--- config.mk ---
export PLATFORM = sky130hd
export DESIGN_NAME = ava_wb_mmio
export DESIGN_NICKNAME = d
export VERILOG_FILES = /design/src/rtl/ava_wb_mmio.sv
export SDC_FILE = /design/constraint.sdc
export NUM_CORES = 1
export LEC_CHECK = 0
export BUFFER_PORTS_ARGS = -buffer_cell sky130_fd_sc_hd__buf_2
export CORE_AREA = 2 2 123 125
export CTS_BUF_LIST = sky130_fd_sc_hd__clkbuf_4 sky130_fd_sc_hd__clkbuf_8
export DETAILED_ROUTE_END_ITERATION = 7
export DIE_AREA = 0 0 125 127
export MAX_ROUTING_LAYER = met4
export PLACE_DENSITY = 0.81
export SYNTH_ARGS = -nofsm -noshare
export SYNTH_HDL_FRONTEND = slang
export SYNTH_SLANG_ARGS = --single-unit
--- constraint.sdc ---
create_clock -name clk_i -period 2.2 [get_ports clk_i]
set_clock_uncertainty 0.1 [all_clocks]
set_input_delay 0.11 -clock clk_i [delete_from_list [all_inputs] [get_ports clk_i]]
set_output_delay 0.11 -clock clk_i [all_outputs]
set_load 0.05 [all_outputs]
--- src/rtl/ava_wb_mmio.sv ---
// Wishbone B4 pipelined slave for the AVA peripheral: register/memory window decode,
// fixed-latency in-order ack/err pipeline and an edge-triggered maskable interrupt block.
module ava_wb_mmio #(
   parameter int NUM_MEM = 2,
   parameter int MEM_AW  = 17,
   parameter int LATENCY = 1,
   parameter int NUM_IRQ = 2,
   parameter int WIN_LSB = 19
) (
   input  logic                      clk_i,
   input  logic                      rst_i,
   input  logic                      wb_cyc,
   input  logic                      wb_stb,
   input  logic                      wb_we,
   input  logic [31:0]               wb_adr,
   input  logic [3:0]                wb_sel,
   input  logic [31:0]               wb_dat_i,
   output logic [31:0]               wb_dat_o,
   output logic                      wb_ack,
   output logic                      wb_err,
   output logic                      wb_stall,
   output logic [NUM_MEM*MEM_AW-1:0] mem_a,
   output logic [NUM_MEM*32-1:0]     mem_di,
   output logic [NUM_MEM-1:0]        mem_en,
   output logic [NUM_MEM*4-1:0]      mem_we,
   input  logic [NUM_MEM*32-1:0]     mem_do,
   input  logic [NUM_IRQ-1:0]        irq_src,
   output logic [31:0]               ctrl,
   output logic [NUM_IRQ-1:0]        irq_pend,
   output logic                      irq
);

   localparam logic [2:0] LAST_WIN = 3'(NUM_MEM);

   logic                acc;
   logic [2:0]          win;
   logic [2:0]          reg_off;
   logic                reg_wr;
   logic [31:0]         byte_mask;
   logic [31:0]         wr_val;
   logic [31:0]         rd_val;
   logic [31:0]         rdat_in;
   logic                unused_adr;

   logic [31:0]         ctrl_reg;
   logic [31:0]         scratch_reg;
   logic [NUM_IRQ-1:0]  irq_en_reg;
   logic [NUM_IRQ-1:0]  irq_pend_reg;
   logic [NUM_IRQ-1:0]  irq_src_q_reg;
   logic [NUM_IRQ-1:0]  irq_set;
   logic [NUM_IRQ-1:0]  irq_clr;
   logic [NUM_IRQ-1:0]  irq_pend_next;

   logic                pipe_valid_reg [LATENCY];
   logic [2:0]          pipe_win_reg   [LATENCY];
   logic                pipe_we_reg    [LATENCY];
   logic [31:0]         pipe_rdat_reg  [LATENCY];

   logic                out_valid;
   logic [2:0]          out_win;
   logic                out_we;
   logic                out_mapped;
   logic [31:0]         resp_dat;

   // Reset also blocks acceptance so nothing reaches the memories while it is held.
   assign acc        = wb_cyc & wb_stb & ~rst_i;
   assign win        = wb_adr[WIN_LSB+2:WIN_LSB];
   assign reg_off    = wb_adr[4:2];
   assign reg_wr     = acc & wb_we & (win == 3'd0);
   assign wr_val     = wb_dat_i & byte_mask;
   assign unused_adr = ^wb_adr;
   assign wb_stall   = 1'b0;

   generate
      for (genvar gi = 0; gi < 4; gi++) begin : g_mask
         assign byte_mask[gi*8 +: 8] = {8{wb_sel[gi]}};
      end
      for (genvar gi = 0; gi < NUM_MEM; gi++) begin : g_mem
         assign mem_en[gi]               = acc & (win == 3'(gi + 1));
         assign mem_a[gi*MEM_AW +: MEM_AW] = wb_adr[MEM_AW+1:2];
         assign mem_di[gi*32 +: 32]      = wb_dat_i;
         assign mem_we[gi*4 +: 4]        = (mem_en[gi] & wb_we) ? wb_sel : 4'b0000;
      end
   endgenerate

   // A rising edge in the same cycle as a write-1-to-clear keeps the bit set.
   always_comb begin
      irq_clr       = (reg_wr && reg_off == 3'd2) ? wr_val[NUM_IRQ-1:0] : '0;
      irq_set       = irq_src & ~irq_src_q_reg & irq_en_reg;
      irq_pend_next = (irq_pend_reg & ~irq_clr) | irq_set;
   end

   always_ff @(posedge clk_i) begin
      if (rst_i) begin
         ctrl_reg      <= '0;
         scratch_reg   <= '0;
         irq_en_reg    <= '0;
         irq_pend_reg  <= '0;
         irq_src_q_reg <= '0;
      end else begin
         irq_src_q_reg <= irq_src;
         irq_pend_reg  <= irq_pend_next;
         if (reg_wr && reg_off == 3'd0)
            ctrl_reg <= (ctrl_reg & ~byte_mask) | wr_val;
         if (reg_wr && reg_off == 3'd1)
            irq_en_reg <= (irq_en_reg & ~byte_mask[NUM_IRQ-1:0]) | wr_val[NUM_IRQ-1:0];
         if (reg_wr && reg_off == 3'd4)
            scratch_reg <= (scratch_reg & ~byte_mask) | wr_val;
      end
   end

   always_comb begin
      rd_val = '0;
      case (reg_off)
         3'd0:    rd_val = ctrl_reg;
         3'd1:    rd_val[NUM_IRQ-1:0] = irq_en_reg;
         3'd2:    rd_val[NUM_IRQ-1:0] = irq_pend_reg;
         3'd3:    rd_val[NUM_IRQ-1:0] = irq_src;
         3'd4:    rd_val = scratch_reg;
         default: rd_val = '0;
      endcase
   end

   // Register read data is captured before this cycle's write commits.
   assign rdat_in = (win == 3'd0 && !wb_we) ? rd_val : 32'h0;

   always_ff @(posedge clk_i) begin
      if (rst_i || !wb_cyc)
         pipe_valid_reg[0] <= 1'b0;
      else
         pipe_valid_reg[0] <= acc;
      pipe_win_reg[0]  <= win;
      pipe_we_reg[0]   <= wb_we;
      pipe_rdat_reg[0] <= rdat_in;
   end

   generate
      for (genvar gi = 1; gi < LATENCY; gi++) begin : g_stage
         always_ff @(posedge clk_i) begin
            if (rst_i || !wb_cyc)
               pipe_valid_reg[gi] <= 1'b0;
            else
               pipe_valid_reg[gi] <= pipe_valid_reg[gi-1];
            pipe_win_reg[gi]  <= pipe_win_reg[gi-1];
            pipe_we_reg[gi]   <= pipe_we_reg[gi-1];
            pipe_rdat_reg[gi] <= pipe_rdat_reg[gi-1];
         end
      end
   endgenerate

   // Dropping wb_cyc or asserting reset suppresses the response already at the output stage.
   assign out_valid  = pipe_valid_reg[LATENCY-1] & wb_cyc & ~rst_i;
   assign out_win    = pipe_win_reg[LATENCY-1];
   assign out_we     = pipe_we_reg[LATENCY-1];
   assign out_mapped = (out_win <= LAST_WIN);
   assign wb_ack     = out_valid & out_mapped;
   assign wb_err     = out_valid & ~out_mapped;

   always_comb begin
      resp_dat = 32'h0;
      if (wb_ack && !out_we) begin
         if (out_win == 3'd0)
            resp_dat = pipe_rdat_reg[LATENCY-1];
         else
            for (int i = 0; i < NUM_MEM; i++)
               if (out_win == 3'(i + 1))
                  resp_dat = mem_do[i*32 +: 32];
      end
   end

   assign wb_dat_o = resp_dat;
   assign ctrl     = ctrl_reg;
   assign irq_pend = irq_pend_reg & irq_en_reg;
   assign irq      = |irq_pend;

endmodule

==> results.md, run 1 <==
- Status: completed
- GRT overflow: 0
- Netlist cell types: 42
- Top-area cell type share of the netlist area: 0.361
- Vias in the first global route: 5,174
- Fillers: 1,323
- CP Max Fanout: 21
- Setup crit start kind: flop
- Die area: 15,900 µm²
- Global-route wire length before repair: 26.7 mm
- Pwr dens: 521 nW/µm²
- Top-count cell post-synth: dfxtp_1
- Final setup violation count: 0
- Initial antenna violation count: 0
- Average routed wire per standard cell: 16.7 µm
- Final worst slack: 0.0345 ns
- Num ports: 317
- Max Fclk: 462 MHz
- Post-DP HPWL: 11.9 mm
- Slew Limit Fails: 0
- Gpl congestion: 0.793
- Combinational power share: 0.192
- RSZ-0062 raised after global routing: yes
- EDFF count, synth: 0
- Final wirelength: 17.4 mm
- Post-route DRC: 0
- Worst hold start: wb_stb
- Leakage: 3.57 nW
- First DRT Iteration DRCs: 205
- Total net switching power: 1.24 mW
- Hold Fails Final Rpt: 0
- Post-layout nets: 986
- Post-route cell area: 7470 µm²
- Pre-CTS setup slack: 0.160 ns
- Htree depth: 3
- Vias per cell: 4.97
- Clock Latency Late Sink: 0.38 ns
- Worst hold path type: in -> reg
- Hold path cells: 4
- Reg2reg path depth: 3
- Core area: 14,400 µm²
- Net Sw Frac: 0.318
- Share of layout cells above drive strength 1: 0.448
- Hold Path End: pipe_valid_reg[0]$_SDFF_PP0_
- Initial core utilization: 0.412
- Clock power share: 0.307
- Fin crit share: 0.984
- Primary FF master, synth: dfxtp_1
- Largest net degree at the start of global routing: 45
- Slew @ Worst Pin: 0.741 ns
- Synth area leader: dfxtp_1
- WL met3: 1.04 mm
- Seq pwr share: 0.501
- Critical path class: reg -> out
- Metal2 WL: 8.84 mm
- CTS tree: built
- Worst slew margin: 0.506
- Reg-to-reg endpoint: pipe_rdat_reg[0][0]$_SDFF_PN0_
- CP required: 1.99 ns
- Max layer used: met4
- Register-to-register setup slack: 1.12 ns
- Most instantiated cells after synthesis: dfxtp_1 (107), buf_4 (99), mux2i_1 (70), nand2b_1 (44), nor2_1 (44)
- Drt first pass iters: 4
- Avg Cell Area, Syn: 8.98 µm²
- CTS Buffer Depth: 2
- Pint: 2.65 mW
- Mapped Nets: 800
- Site Rows: 44
- Clock tree root buffer cell: clkbuf_8
- Worst-path clk slew: 0.11 ns
- Dpl cell area: 6720 µm²
- Die Wd: 125 µm
- Register area share after synthesis: 0.361
- Setup TNS: 0 ns
- Post-Syn Instances: 661
- CTS sink cnt: 107
- Synth Register Bits: 107
- Antenna-violating nets left: 0
- Crit path DAT: 1.96 ns
- Total number of vias: 5,154
- Cts bufs inserted: 9
- Async set-reset flop share out of synthesis: 0
- Max IR drop VDD: 328 µV
- Die Height: 127 µm
- Final Critical Period: 2.17 ns
- CP Capture Type: primary output
- Yosys warning count: 0
- Tot GR Track Use: 0.217
- Met1 WL: 6.96 mm
- Leading post-synthesis cells by cell area: dfxtp_1 (36%), buf_4 (13%), mux2i_1 (12%), mux2_2 (4.7%), nand2b_1 (4.6%)
- Cell Area, Synth: 5940 µm²
- Max cap viols: 0
- Number of buffers added on ports: 261
- Area Growth Syn to Fin: 25.8%
## per-layer routing
layer | track usage | vias to the layer above
li1 | - | 2493
met1 | 0.249 | 2394
met2 | 0.378 | 214
met3 | 0.0285 | 53
met4 | 0.0980 | 0
met5 | - | -
## how the worst max path moves through the flow
stage,start,to,cells after the start
after global routing,pipe_win_reg[0][1]$_DFF_P_,wb_dat_o[23],5
after global placement,rst_i,wb_dat_o[15],6
after CTS,pipe_valid_reg[0]$_SDFF_PP0_,wb_dat_o[19],5
after floorplan,pipe_win_reg[0][1]$_DFF_P_,wb_dat_o[10],6
final,pipe_win_reg[0][1]$_DFF_P_,wb_dat_o[8],5
after detailed placement,pipe_win_reg[0][1]$_DFF_P_,wb_dat_o[11],5
## power groups by stage
| stage | Combinational (mW) | Sequential [mW] | Clock [mW] |
|---|---|---|---|
| floorplan | 0.667 | 1.99 | 0 |
| global placement | 0.675 | 1.99 | 0 |
| detailed placement | 0.681 | 1.99 | 0 |
| CTS | 0.739 | 1.95 | 1.23 |
| global route | 0.789 | 1.95 | 1.30 |
| finish | 0.747 | 1.95 | 1.19 |
## layout make-up
class | instances | area [µm²] | share of cell area
multi-input combinational | 402 | 2870 | 0.385
sequential | 107 | 2140 | 0.287
timing repair buffer | 317 | 1990 | 0.266
tap | 184 | 230 | 0.0308
clock buffer | 10 | 131 | 0.0176
clock inverter | 6 | 57.6 | 0.00771
inverter | 10 | 37.5 | 0.00503
antenna | 1 | 2.50 | 0.000335
## repair_timing
action,in CTS,in global routing
pin swaps,0,1
buffers inserted,0,0
endpoints found under the hold margin,74,0
resized for setup,35,31
gates cloned,0,0
hold buffers,38,0
setup endpoints to repair,32,30
## stage by stage
stage,power (mW),utilization,hold slack (ns),instances
finish,3.89,0.518,0.0906,1037
global route,4.04,0.517,0.120,1036
CTS,3.92,0.513,0.0627,1036
detailed placement,2.67,0.466,0.121,982
global placement,2.67,0.466,0.121,982
floorplan,2.66,-,0.0377,661
## placed cells by master (no fill, tap or decap), types with 4 or more instances in the layout
master and instances:
nand3_1 5, buf_6 8, nor2_1 44, dlygate4sd3_1 38, a21oi_2 11, inv_1 10
buf_2 229, mux2_2 25, nand2b_1 44, a22oi_1 30, a21oi_1 25, clkbuf_8 9
or2_2 34, buf_12 4, mux2i_1 70, nand2_1 36, dfxtp_1 105, mux2_4 4
nor2b_1 32, buf_4 37
## worst max-delay path, cell delays in order (launching register included)
cell and delay (ns):
dfxtp_2 0.35, a21oi_2 0.15, or4b_4 0.51, buf_12 0.18
a21oi_2 0.19, buf_12 0.17
## cells by family after synthesis
logic type / Yosys count / synth area share
other cells: 1 / 0.000632
compound gates: 79 / 0.0845
simple gates: 223 / 0.212
mux: 99 / 0.176
flops: 107 / 0.361
buf+inv: 152 / 0.166
Power figures use the tool's default switching activity.
==> run 2, diff against run 1 <==
Settings changed: BUFFER_PORTS_ARGS -buffer_cell sky130_fd_sc_hd__buf_2 to unset, CORE_AREA 2 2 123 125 to 2 2 125 127, DIE_AREA 0 0 125 127 to 0 0 127 129, DONT_BUFFER_PORTS set to 1, PLACE_DENSITY 0.81 to 0.61.
==> run 2 against run 1 <==
Against the previous run: core utilization shrank 7.3 points; wire length shrank 1.3%; sequential cell count is the same; die area grew 3.2%; sequential power is essentially flat; largest cell class unchanged; via count shrank 13%; final cell count shrank 20%; first-iteration DRC count grew 60%.
==> results.md, run 2 (synthesis results as in run 1) <==
- CTS tree: built
- Hold Fails Final Rpt: 0
- Max Fclk: 462 MHz
- Largest net degree at the start of global routing: 81
- Post-layout nets: 779
- Site Rows: 45
- Fin crit share: 0.984
- Worst hold path type: in -> reg
- Post-placement cell count: 766
- Initial core utilization: 0.396
- RSZ-0062 raised after global routing: yes
- Core area: 15,000 µm²
- Pre-CTS setup slack: 0.108 ns
- Critical path class: reg -> out
- Reg2reg path depth: 4
- Post-DP HPWL: 11.6 mm
- Register-to-register setup slack: 0.62 ns
- Share of layout cells above drive strength 1: 0.272
- Clock Latency Late Sink: 0.38 ns
- First DRT Iteration DRCs: 328
- Max IR drop VDD: 271 µV
- Slew @ Worst Pin: 0.643 ns
- Slowest stage delay, CP: 0.52 ns
- Num ports: 317
- Cts bufs inserted: 9
- Die area: 16,400 µm²
- Commonest non-fill, non-tap cell in the layout: dfxtp_1
- CTS sink cnt: 107
- Initial antenna violation count: 0
- Total power after layout: 3.65 mW
- Final worst slack: 0.0361 ns
- Footprint of the multi-input gates: 2920 µm²
- Average routed wire per standard cell: 20.6 µm
- Final wirelength: 17.1 mm
- Worst slew margin: 0.571
- Post-route cell area: 6660 µm²
- Number of buffers added on ports: 0
- Fillers: 1,420
- Critical path origin: pipe_win_reg[0][0]$_DFF_P_
- Status: completed
- Final Critical Period: 2.16 ns
- Leakage: 2.76 nW
- Setup TNS: 0 ns
- Worst hold start: rst_i
- Vias in the first global route: 4,658
- Commonest non-fill, non-tap cells in the layout: dfxtp_1 (105), mux2i_1 (70), dlygate4sd3_1 (48), nor2_1 (44), nand2b_1 (44)
- Vias per cell: 5.39
- Hold Slack: 0.0267 ns
- Tot GR Track Use: 0.208
- Post-route DRC: 0
- Fin cells: 832
- Drt first pass iters: 4
- CP Max Fanout: 19
- Die Height: 129 µm
- Clock tree root buffer cell: clkbuf_8
- CTS Buffer Depth: 2
- CP required: 1.99 ns
- Hold path cells: 2
- Reg-to-reg endpoint: irq_pend_reg[0]$_SDFF_PP0_
- Dpl cell area: 5700 µm²
- Hold Path End: irq_pend_reg[1]$_SDFF_PP0_
- Global-route wire length before repair: 25.4 mm
- CP Capture Type: primary output
- Pwr dens: 547 nW/µm²
- Total number of vias: 4,482
- Register area: 2150 µm²
- Ant diodes: 0
- Antenna-violating nets left: 0
- Final setup violation count: 0
- Worst-path clk slew: 0.11 ns
- Final Core Density: 0.445
- Area Growth Syn to Fin: 12.2%
- Die Wd: 127 µm
- Crit path DAT: 1.95 ns
- Htree depth: 3
- Gpl congestion: 0.816
- Max cap viols: 0
- Setup crit start kind: flop
- Crit-path cells: a21oi_2 -> or4b_4 -> buf_12 -> a21oi_1 -> buf_4
- Slew Limit Fails: 0
- Slowest-stage cell, CP: or4b_4
- GRT overflow: 0
==> run 2: changes by cell type in the layout (fill, tap and decap cells not counted), sizes merged <==
cell | before | now
buf | 279 | 61
dlygate4sd3 | 38 | 48
inv | 14 | 11
bufinv | 0 | 2
clkbuf | 10 | 12
clkinv | 2 | 1
diode | 1 | 0
==> run 2: worst max-delay path by stage <==
| stage | to | slack (ns) | depth (start not counted) |
|---|---|---|---|
| 2_1_floorplan | wb_dat_o[10] | -0.30 | 6 |
| 3_3_place_gp | wb_dat_o[14] | 0.13 | 6 |
| 3_5_place_dp | wb_dat_o[12] | 0.11 | 6 |
| 4_1_cts | wb_dat_o[15] | -0.03 | 5 |
| 5_1_grt | wb_dat_o[19] | -0.06 | 5 |
| 6_report | wb_dat_o[22] | 0.04 | 5 |
==> run 2: power by group <==
part,leakage (nW),switching (mW),internal [mW]
logic,1.78,0.179,0.161
clock network,0.113,0.675,0.682
registers,0.864,0.00698,1.94
total,2.76,0.861,2.79
==> run 2: repair_timing <==
action	CTS	global route
endpoints found under the setup margin	32	29
endpoints found under the hold margin	76	0
gates resized for setup	19	32
hold buffers	49	0
buffers inserted	1	0
cloned	0	1
pin swaps	1	0
==> run 2: metal layers <==
layer / global-route usage / wire [µm]
met1: 0.229 / 6820
met3: 0.0507 / 1170
met2: 0.361 / 8770
met4: 0.0866 / 382
met5: - / 0
==> run 2: area by class of cell <==
class / count / area share
Timing Repair Buffer: 110 / 0.165
Sequential cell: 107 / 0.322
Multi-Input combinational cell: 402 / 0.439
Inverter: 10 / 0.00564
Tap cell: 188 / 0.0353
Clock inverter: 4 / 0.0111
Clock buffer: 11 / 0.0218
==> run 2: critical path: cells and delay by family (launching register included) <==
| kind | cells | cell delay, ns |
|---|---|---|
| AOI/OAI and AO/OA | 2 | 0.27 |
| buffers and inverters | 2 | 0.41 |
| DFF | 1 | 0.38 |
| and+or+nand+nor | 1 | 0.52 |
==> run 3, diff against run 2 <==
Settings changed: CELL_PAD_IN_SITES_DETAIL_PLACEMENT set to 1, CELL_PAD_IN_SITES_GLOBAL_PLACEMENT set to 2, CORE_AREA 2 2 125 127 to unset, CORE_MARGIN set to 1.5, CORE_UTILIZATION set to 36, CTS_BUF_LIST sky130_fd_sc_hd__clkbuf_4 sky130_fd_sc_hd__clkbuf_8 to sky130_fd_sc_hd__clkbuf_8, DIE_AREA 0 0 127 129 to unset, PLACE_DENSITY 0.61 to 0.89.
==> run 3 against run 2 <==
Against the previous run: the flow now finishes with violations (hold timing); wire length grew 13%; register-to-register slack gained 0.02 ns; first-iteration DRC count shrank 45%; largest power group unchanged.
==> results.md, run 3 (synthesis results as in run 1) <==
- Final Critical Period: 2.19 ns
- Max Fclk: 457 MHz
- Fin crit share: 0.995
- GRT overflow: 0
- Initial core utilization: 0.371
- Worst-path clk slew: 0.11 ns
- Setup crit start kind: flop
- Clock tree root buffer cell: clkbuf_8
- Hold Slack: -0.000113 ns
- Post-route DRC: 0
- Area Growth Syn to Fin: 12.4%
- Post-layout nets: 779
- Drt first pass iters: 4
- Final wirelength: 19.3 mm
- Clock Latency Late Sink: 0.38 ns
- Hold Fails Final Rpt: 1
- Tot GR Track Use: 0.228
- CP bufs+invs: 2
- WP depth: 5
- Worst hold path type: in -> reg
- Worst slew margin: 0.477
- CP required: 1.99 ns
- Violated checks: hold timing
- Cts bufs inserted: 9
- CTS tree: built
- RSZ-0062 raised after global routing: yes
- Antenna-violating nets left: 0
- Htree depth: 3
- Global-route wire length before repair: 29.3 mm
- Crit path DAT: 1.98 ns
- Slowest-stage cell, CP: or4b_4
- Largest net degree at the start of global routing: 81
- Die Height: 131 µm
- Vias per cell: 5.25
- Final setup violation count: 0
- Slew @ Worst Pin: 0.785 ns
- Family with the most delay on the worst path: simple AND/OR/NAND/NOR gates
- Pwr dens: 535 nW/µm²
- Die area: 17,300 µm²
- Critical path origin: pipe_win_reg[0][1]$_DFF_P_
- Crit-path cells: a21oi_2 -> or4b_4 -> buf_8 -> a21oi_1 -> buf_4
- Max IR drop VDD: 311 µV
- CTS Buffer Depth: 2
- Vias in the first global route: 5,023
- Initial antenna violation count: 3
- CP Capture Type: primary output
- Max cap viols: 0
- Core area: 16,000 µm²
- Final worst slack: 0.0114 ns
- Post-DP HPWL: 13.1 mm
- Share of layout cells above drive strength 1: 0.273
- Gpl congestion: 0.789
- Total number of vias: 4,539
- Worst hold start: wb_adr[4]
- Status: finished with violations
- Setup TNS: 0 ns
- Pre-CTS setup slack: 0.167 ns
- Leakage: 2.73 nW
- Site Rows: 46
- First DRT Iteration DRCs: 182
- CP Max Fanout: 14
- Reg2reg path depth: 4
- Slew Limit Fails: 0
- Slowest stage delay, CP: 0.52 ns
- CTS sink cnt: 107
- Num ports: 317
- Average routed wire per standard cell: 22.4 µm
- Critical path class: reg -> out
- Hold path cells: 3
- Number of buffers added on ports: 0
- Commonest non-fill, non-tap cell in the layout: dfxtp_1
- Die Wd: 131 µm
- Commonest non-fill, non-tap cells in the layout: dfxtp_1 (104), mux2i_1 (70), dlygate4sd3_1 (47), nor2_1 (44), nand2b_1 (44)
## run 3: final timing paths
check	end	slack, ns
setup / recovery	wb_dat_o[30]	0.01
hold / removal	irq_pend_reg[0]$_SDFF_PP0_	-0.0001
setup reg to reg	irq_pend_reg[0]$_SDFF_PP0_	0.64
hold reg to reg	flop	0.39
## run 3: stage by stage
step	cell area [µm²]	power, mW	util	hold WS, ns	cells
floorplan	5940	2.66	-	0.0377	661
global placement	5760	2.21	0.360	0.0386	795
detailed placement	5760	2.22	0.360	0.0385	795
CTS	6550	3.60	0.410	0.00297	860
global route	6670	3.72	0.417	0.00268	864
finish	6670	3.57	0.417	-0.000113	864
## run 3: power by group
part           total (mW)  switching (mW)  leakage [nW]  internal, mW
Clock                1.28           0.740        0.0992         0.537
Combinational       0.338           0.183          1.77         0.155
Sequential           1.95         0.00652         0.864          1.94
Total                3.57           0.930          2.73          2.64
## run 3: routing by layer
| metal | vias to the layer above | wire length [µm] | part of all wire | global-route usage |
|---|---|---|---|---|
| met1 | 2244 | 7480 | 0.39 | 0.241 |
| met2 | 181 | 10300 | 0.53 | 0.405 |
| met5 | - | 0 | 0 | - |
| li1 | 2072 | - | - | - |
| met3 | 42 | 1120 | 0.058 | 0.0571 |
| met4 | 0 | 414 | 0.021 | 0.0975 |
## run 3: tightest hold or removal path: stages
cell,delay [ns]
or3b_2,0.09
nor4_1,0.06
a211oi_2,0.18
## run 3: area by class of cell
cell class              instances  area (µm²)
fillers                      1851        9330
multi-input cells             402        2930
flip-flops and latches        107        2150
repair buffers                110        1080
well taps                     216         270
clock buffers                   9         124
clock inverters                 7        77.6
inverters                      10        37.5
diodes                          3        7.51
## run 3: timing repair
action,in CTS,in global routing
cloned,0,0
pin swaps,1,2
hold endpoints to repair,76,0
resized for setup,23,26
endpoints found under the setup margin,32,33
setup buffers,0,2
hold buffers,49,0
